File: src/rtl/i2c_target_regs.sv
// I2C target with a small byte-wide register file and auto-incrementing pointer.
// SCL/SDA are oversampled on CLK; SCL is never used as a clock.
module i2c_target_regs #(
  parameter logic [6:0] DEV_ADDR = 7'h50,
  parameter int         NREGS    = 4,
  parameter int         PTR_W    = 2
) (
  input  logic             CLK,
  input  logic             RST,
  input  logic             scl_i,
  input  logic             sda_i,
  output logic             sda_oe,
  input  logic [PTR_W-1:0] loc_addr,
  output logic [7:0]       loc_rdata,
  output logic             wr_pulse,
  output logic [PTR_W-1:0] wr_addr,
  output logic             busy
);

  typedef enum logic [3:0] {
    S_IDLE, S_ADDR, S_ADDR_ACK, S_PTR, S_PTR_ACK,
    S_WDATA, S_WACK, S_RDATA, S_RACK
  } state_t;

  // [0],[1] synchronizer, [2] history for edge detection; idle bus level is high
  logic [2:0] scl_sr, sda_sr;

  always_ff @(posedge CLK or posedge RST) begin
    if (RST) begin
      scl_sr <= '1;
      sda_sr <= '1;
    end else begin
      // NOTE: sequential state uses non-blocking assignments so every flop samples pre-edge values.
      scl_sr <= {scl_sr[1:0], scl_i};
      sda_sr <= {sda_sr[1:0], sda_i};
    end
  end

  logic scl_s, sda_s, scl_rise, scl_fall, start_det, stop_det;
  assign scl_s     = scl_sr[1];
  assign sda_s     = sda_sr[1];
  assign scl_rise  = scl_s & ~scl_sr[2];
  assign scl_fall  = ~scl_s & scl_sr[2];
  assign start_det = scl_s & scl_sr[2] & sda_sr[2] & ~sda_s;
  assign stop_det  = scl_s & scl_sr[2] & ~sda_sr[2] & sda_s;

  state_t           state_q, state_d;
  logic [3:0]       bit_cnt_q, bit_cnt_d;
  logic [7:0]       shift_q, shift_d;
  logic [PTR_W-1:0] ptr_q, ptr_d;
  logic             ack_on_q, ack_on_d;
  logic             rw_q, rw_d;
  logic             sda_oe_d, busy_d, wr_pulse_d, wr_en;
  logic [PTR_W-1:0] wr_addr_d;
  logic [7:0]       regs [NREGS];
  logic [7:0]       byte_in, rd_byte;

  assign byte_in   = {shift_q[6:0], sda_s};
  assign rd_byte   = regs[ptr_q];
  assign loc_rdata = regs[loc_addr];

  always_ff @(posedge CLK or posedge RST) begin
    if (RST) begin
      state_q   <= S_IDLE;
      bit_cnt_q <= '0;
      shift_q   <= '0;
      ptr_q     <= '0;
      ack_on_q  <= 1'b0;
      rw_q      <= 1'b0;
      sda_oe    <= 1'b0;
      busy      <= 1'b0;
      wr_pulse  <= 1'b0;
      wr_addr   <= '0;
      // NOTE: the register file is small and must read back as zero after reset, so it is reset in flops rather than inferred as RAM.
      for (int i = 0; i < NREGS; i++) regs[i] <= '0;
    end else begin
      state_q   <= state_d;
      bit_cnt_q <= bit_cnt_d;
      shift_q   <= shift_d;
      ptr_q     <= ptr_d;
      ack_on_q  <= ack_on_d;
      rw_q      <= rw_d;
      sda_oe    <= sda_oe_d;
      busy      <= busy_d;
      wr_pulse  <= wr_pulse_d;
      wr_addr   <= wr_addr_d;
      if (wr_en) regs[ptr_q] <= byte_in;
    end
  end

  always_comb begin
    // NOTE: every output of this block gets a default first, so no path can infer a latch.
    state_d    = state_q;
    bit_cnt_d  = bit_cnt_q;
    shift_d    = shift_q;
    ptr_d      = ptr_q;
    ack_on_d   = ack_on_q;
    rw_d       = rw_q;
    sda_oe_d   = sda_oe;
    busy_d     = busy;
    wr_pulse_d = 1'b0;
    wr_addr_d  = wr_addr;
    wr_en      = 1'b0;

    // Bus conditions take priority over any coincident SCL edge
    if (start_det) begin
      state_d   = S_ADDR;
      bit_cnt_d = '0;
      ack_on_d  = 1'b0;
      sda_oe_d  = 1'b0;
    end else if (stop_det) begin
      state_d  = S_IDLE;
      ack_on_d = 1'b0;
      sda_oe_d = 1'b0;
      busy_d   = 1'b0;
    end else begin
      case (state_q)
        S_ADDR, S_PTR, S_WDATA: begin
          if (scl_rise) begin
            shift_d   = byte_in;
            bit_cnt_d = bit_cnt_q + 4'd1;
            if (bit_cnt_q == 4'd7) begin
              bit_cnt_d = '0;
              ack_on_d  = 1'b0;
              if (state_q == S_ADDR) begin
                if (byte_in[7:1] == DEV_ADDR) begin
                  busy_d  = 1'b1;
                  rw_d    = byte_in[0];
                  state_d = S_ADDR_ACK;
                end else begin
                  busy_d  = 1'b0;
                  state_d = S_IDLE;
                end
              end else if (state_q == S_PTR) begin
                ptr_d   = byte_in[PTR_W-1:0];
                state_d = S_PTR_ACK;
              end else begin
                wr_en      = 1'b1;
                wr_pulse_d = 1'b1;
                wr_addr_d  = ptr_q;
                state_d    = S_WACK;
              end
            end
          end
        end
        // First SCL fall drives ACK, second fall releases it and moves on
        S_ADDR_ACK, S_PTR_ACK, S_WACK: begin
          if (scl_fall) begin
            if (!ack_on_q) begin
              sda_oe_d = 1'b1;
              ack_on_d = 1'b1;
            end else begin
              sda_oe_d = 1'b0;
              ack_on_d = 1'b0;
              if (state_q == S_ADDR_ACK) begin
                if (rw_q) begin
                  shift_d  = rd_byte;
                  sda_oe_d = ~rd_byte[7];
                  state_d  = S_RDATA;
                end else begin
                  state_d = S_PTR;
                end
              end else if (state_q == S_PTR_ACK) begin
                state_d = S_WDATA;
              end else begin
                ptr_d   = ptr_q + PTR_W'(1);
                state_d = S_WDATA;
              end
            end
          end
        end
        S_RDATA: begin
          if (scl_rise) begin
            shift_d   = {shift_q[6:0], 1'b0};
            bit_cnt_d = bit_cnt_q + 4'd1;
          end else if (scl_fall) begin
            if (bit_cnt_q == 4'd8) begin
              sda_oe_d  = 1'b0;
              bit_cnt_d = '0;
              ack_on_d  = 1'b0;
              state_d   = S_RACK;
            end else begin
              sda_oe_d = ~shift_q[7];
            end
          end
        end
        S_RACK: begin
          if (scl_rise) begin
            if (!sda_s) begin
              ptr_d    = ptr_q + PTR_W'(1);
              ack_on_d = 1'b1;
            end else begin
              busy_d  = 1'b0;
              state_d = S_IDLE;
            end
          end else if (scl_fall && ack_on_q) begin
            ack_on_d  = 1'b0;
            shift_d   = rd_byte;
            sda_oe_d  = ~rd_byte[7];
            bit_cnt_d = '0;
            state_d   = S_RDATA;
          end
        end
        default: ;
      endcase
    end
  end

endmodule

File: config.mk
export PLATFORM = sky130hd
export DESIGN_NAME = i2c_target_regs
export DESIGN_NICKNAME = d
export VERILOG_FILES = /design/src/rtl/i2c_target_regs.sv
export SDC_FILE = /design/constraint.sdc
export NUM_CORES = 1
export LEC_CHECK = 0
export ABC_AREA = 1
export CORE_ASPECT_RATIO = 0.8
export CORE_UTILIZATION = 50
export CTS_CLUSTER_DIAMETER = 50
export DETAILED_ROUTE_END_ITERATION = 12
export PLACE_DENSITY = 0.75
export RECOVER_POWER = 100
export SYNTH_ARGS = -nofsm -noshare
export SYNTH_HDL_FRONTEND = slang
export SYNTH_SLANG_ARGS = --single-unit
File: constraint.sdc
create_clock -name CLK -period 1.9 [get_ports CLK]
set_input_delay 0.19 -clock CLK [delete_from_list [all_inputs] [get_ports CLK]]
set_output_delay 0.19 -clock CLK [all_outputs]
set_load 0.03 [all_outputs]
Yosys cells after proc, flatten, opt, wreduce, memory -nomap -nowiden
Cells that the tools add are included.
- add/sub/neg operators: 2
- $mul: 0
- div/mod/pow operators: 0
- order comparisons: 3
- equal/unequal tests: 49
- shifts and indexed selects: 0
- multiplexer cells: 97
- bitwise logic cells: 19
- reductions and logical operators: 19
- operators by type and width (kind ; count):
    $mux 8 ; 13
    $mux 4 ; 23
    $ne 4x4->1 const B ; 11
    $mux 1 ; 37
    $bmux 8 s2 ; 2
    $bwmux 32 ; 1
    $ne 2x2->1 const B ; 16
    $pmux 8 s4 ; 1
    $reduce_and 7->1 ; 4
    $mux 2 ; 12
    $ne 3x3->1 const B ; 8
    $eq 4x3->1 const B ; 5
    $demux 8 s2 ; 1
    $pmux 4 s4 ; 1
    $ne 5x5->1 const B ; 3
    $reduce_and 13->1 ; 1
    $pmux 4 s3 ; 1
    $reduce_and 11->1 ; 1
    $not 1->1 ; 10
    $reduce_and 10->1 ; 1
    $reduce_and 9->1 ; 1
    $eq 4x2->1 const B ; 2
    $eq 4x4->1 const B ; 2
    $reduce_bool 4->1 ; 2
    19 further kinds ; 30
- register bits: 63
- latch bits: 0
- memory bits (writable): 0
- ROM bits: 0
- input bits: 6
- output and inout bits: 13
- logic and storage cells: 205
- memories: 0

Depth between registers and ports, before layout
- word-level depth: 12
- gate-level depth with buffers: 13
- mapped depth without buffers: 11

Worst setup path after synthesis
OpenSTA, ideal clock, no wires.
- kind: register to register
- start: register scl_sr[1]
- end: register state_q[1]
- arrival: 1.634 ns
- setup slack: 0.149 ns
- stages on the path, launching flop included: 11
- buffers on the path: 0
- cells stage by stage: dfstp_2 ha_1 nand2_1 nor2_1 nor2_1 nand3_1 o21ai_0 nor2_1 nand2_2 nand2_1 nand2_1
- word-level cells in the longest chain between the ends: 5
- elaborated cells on any way between the ends: 24
- RTL lines (item ; line ; source):
    start, declared ; 26 ; logic [2:0] scl_sr, sda_sr;
    start signal, assigned ; 34 ; scl_sr <= {scl_sr[1:0], scl_i};
    $and 1x1->1, or another cell as far along ; 44, 45 ;
    $and 1x1->1, or another cell as far along (2 in series) ; 44 ; assign start_det = scl_s & scl_sr[2] & sda_sr[2] & ~sda_s;
    $ne 5x5->1 (no line), or another cell as far along ; n/a ;
    $reduce_and 10->1 (no line) / $mux 4 (equally long branches) ; n/a ;
    end signal, assigned ; 77 ; state_q <= state_d;
    end, declared ; 47 ; state_t state_q, state_d;
Several ways; a longest one is shown, not always the timed one.
A chain may end at the register's enable or synchronous reset.

Worst setup path in the final report
- start: register scl_sr[1]
- end: register state_q[2]
The elaborated chain is that of the path after synthesis.

==> impl_metrics.py <==
metrics = {
    "status": {
        "status": "completed",
    },
    "place": {
        "placedCellCount": 609,
        "dpl-instance-area_um2": 4050,
        "place_congestion": 0.889,
        "preCtsSetupSlack_ps": -54.1,
        "portBuffers": 18,
        "dpl.hpwl_mm": 6.64,
    },
    "clock_network": {
        "ctsRootBufferMaster": "clkbuf_8",
        "cts.htree.levels": 3,
        "cts_tree": "yes",
        "clk_path_buf_depth": 2,
        "cts_buffers": 9,
        "path_clk_slew_ps": 80,
        "clk_latency_ps": 360,
        "cts.sink_count": 63,
    },
    "global_route": {
        "antenna_found_initial": 0,
        "gr-total-overflow": 0,
        "grtUsageTotal_pct": 26.1,
        "grt_pass1_vias": 3226,
        "grt_pass1_wl_mm": 15.8,
        "grt_max_degree": 64,
    },
    "worst_setup_path": {
        "path_cells": "ha_4, nand2_2, nand2_2, nand2_4, nand3_1, nand3_1, nor2_2, buf_6, nand2_2, nand2_1, nand2_1",
        "required_ps": 2140,
        "ff2ff_setup_slack_ps": 50,
        "critPathTopFamily": "simple AND/OR/NAND/NOR gates",
        "arrival_ps": 2090,
        "crit_buf_inv": 1,
        "r2r-end": "state_q[2]",
        "cp-startpoint": "scl_sr[1]",
        "path_common_cell": "nand2_2",
        "crit_path_max_incr_delay_ps": 590,
        "crit_path_start_kind": "register",
        "rr_startpoint": "scl_sr[1]",
        "cp_slowest_cell": "dfstp_2",
        "r2r_cells": 11,
        "endpoint_kind": "register",
        "cp_max_fo": 8,
        "critPathKind": "register to register",
    },
    "die": {
        "initial_utilization_pct": 53.2,
        "ios": 19,
        "die-area_um2": 7900,
        "core_area_um2": 7090,
        "die_h_um": 79.7,
        "rows": 27,
        "die_x_um": 99.1,
    },
    "synthesis": {
        "yosysSeqAreaShare_pct": 42.0,
        "synth_edf_count": 0,
        "syn_nets": 520,
        "synth-main-ff-cell": "dfrtp_1",
        "synth_top_area_cell": "dfrtp_1",
        "yosys.cell_count.top_type": "nand2_1",
        "ys_ff_latch": 63,
        "ys_types": 35,
        "synth.area.top_cells": "dfrtp_1, nand2_1, o21ai_0",
        "synthArstFlopShare_pct": 100,
        "synth_area_per_cell_um2": 7.47,
        "yosys-top-cells-count": "nand2_1, o21ai_0, dfrtp_1, nor2_1, nand3_1",
        "syn_inst": 505,
        "netlist.area_leader.share_pct": 37.8,
        "ys_warn_count": 0,
        "syn_area_um2": 3770,
    },
    "sta": {
        "fin_crit_ps": 1850,
        "fmax_mhz": 541,
        "worst_slack_ps": 50.3,
        "clock_skew_ps": 11.7,
        "period_share_pct": 97.4,
        "whs_ps": 351,
        "setup_viol": 0,
        "rsz0062_at_grt": "yes",
        "worst-slew-pin-transition_ps": 1390,
        "drv_slew": 0,
        "hold_viol_final": 0,
        "max_slew_margin_pct": 7.35,
    },
    "finish": {
        "drive_above_1_share_pct": 16.8,
        "instances_no_fill": 628,
        "antennaDiodeCount": 0,
        "num-nets-final": 551,
        "syn_to_final_growth_pct": 15.4,
        "design_area_um2": 4350,
        "multi_input_area_um2": 1980,
        "nFillCells": 619,
        "register_area_um2": 1590,
    },
    "hold_path": {
        "whs_endpoint": "sda_sr[1]",
        "holdCritStartpoint": "sda_sr[0]",
        "hold-path-cell-count": 0,
        "hold_class": "register to register",
    },
    "job": {
        "maxCapViolCount": 0,
    },
    "routing": {
        "detail_route.vias_per_cell": 5.73,
        "drt.antenna.violating_nets": 0,
        "initialDrtViolationCount": 401,
        "drt_drc_violations_left": 0,
        "wirelength_mm": 9.53,
        "drt_first_pass_iters": 5,
        "vias": 3597,
        "routedWlPerCell_um": 15.2,
    },
    "power_and_ir_drop": {
        "power.density_nw_per_um2": 1310,
        "ir_worst_vdd_mv": 0.863,
        "power.leakage_uw": 0.00210,
    },
}
[through the flow]
stage | util [%] | TNS, ps | power (uW)
after floorplan | - | 0 | 3600
after global placement | 57.1 | -5.77 | 4160
after detailed placement | 57.1 | -147 | 4230
after CTS | 60.5 | 0 | 5610
after global routing | 61.3 | -1420 | 6120
final | 61.3 | 0 | 5690
[per-layer routing]
layer  vias up  track usage [%]  routed length, um
met5         -                0                  0
met4         0             10.3                160
met3        19             6.22                924
met2       149             38.2               4190
met1      1689             37.3               4260
li1       1740                -                  -
[worst max path at each step]
stage / to / slack (ps) / depth (start not counted)
3_3_place_gp: state_q[0] / -4 / 11
5_1_grt: state_q[2] / -70 / 11
4_1_cts: state_q[2] / 9 / 11
2_1_floorplan: ack_on_q / 150 / 1
3_5_place_dp: state_q[2] / -50 / 11
6_report: state_q[2] / 50 / 11
[cells by family (layout without fill, tap and decap cells)]
| group | Yosys count | after routing | share of synthesized area [%] |
|---|---|---|---|
| buf+inv | 54 | 90 | 6.83 |
| xor+xnor | 1 | 1 | 0.232 |
| compound gates | 119 | 119 | 16.8 |
| simple gates | 259 | 259 | 31.1 |
| flops | 63 | 63 | 42.0 |
| fa+ha+maj | 9 | 9 | 2.99 |
[report_power, final]
group	total (uW)	internal (uW)	leakage, uW	switching, uW
Combinational	2610	849	0.00115	1760
Sequential	1740	1540	0.000836	196
Clock	1340	780	0.000109	558
Total	5690	3170	0.00210	2520
[timing repair]
action,CTS,global route
gates cloned,0,0
resized for setup,3,15
buffers inserted,0,3
pin swaps,1,3
endpoints found under the setup margin,9,51
hold buffers,0,0
endpoints found under the hold margin,0,0
[cell type report]
cell class	instances	share of cell area (%)
well taps	87	2.50
clock buffers	10	3.16
flip-flops and latches	63	36.5
clock inverters	6	2.13
multi-input cells	388	45.5
inverters	39	3.54
repair buffers	35	6.64
[placed cells by master, fill, tap and decap left out, drive strengths merged]
master / count
nand2: 150
o211ai: 3
a21oi: 6
dlygate4sd3: 2
nand3b: 1
o21ai: 93
a21boi: 1
nand3: 39
inv: 38
clkdlybuf4s50: 8
nor2: 62
ha: 9
clkinv: 3
buf: 25
o21a: 1
bufinv: 2
nand4: 5
xor2: 1
clkinvlp: 2
clkbuf: 10
o22ai: 15
dfstp: 6
nor3: 2
dfrtp: 57
[sequential cells by signal (all words and copies together) (netlist names)]
name	cells
regs	32
shift_q	8
rw_q	1
state_q	4
bit_cnt_q	4
busy	1
scl_sr	3
ack_on_q	1
wr_addr	2
sda_oe	1
wr_pulse	1
ptr_q	2
sda_sr	3
(Power assumes the default switching activity.)
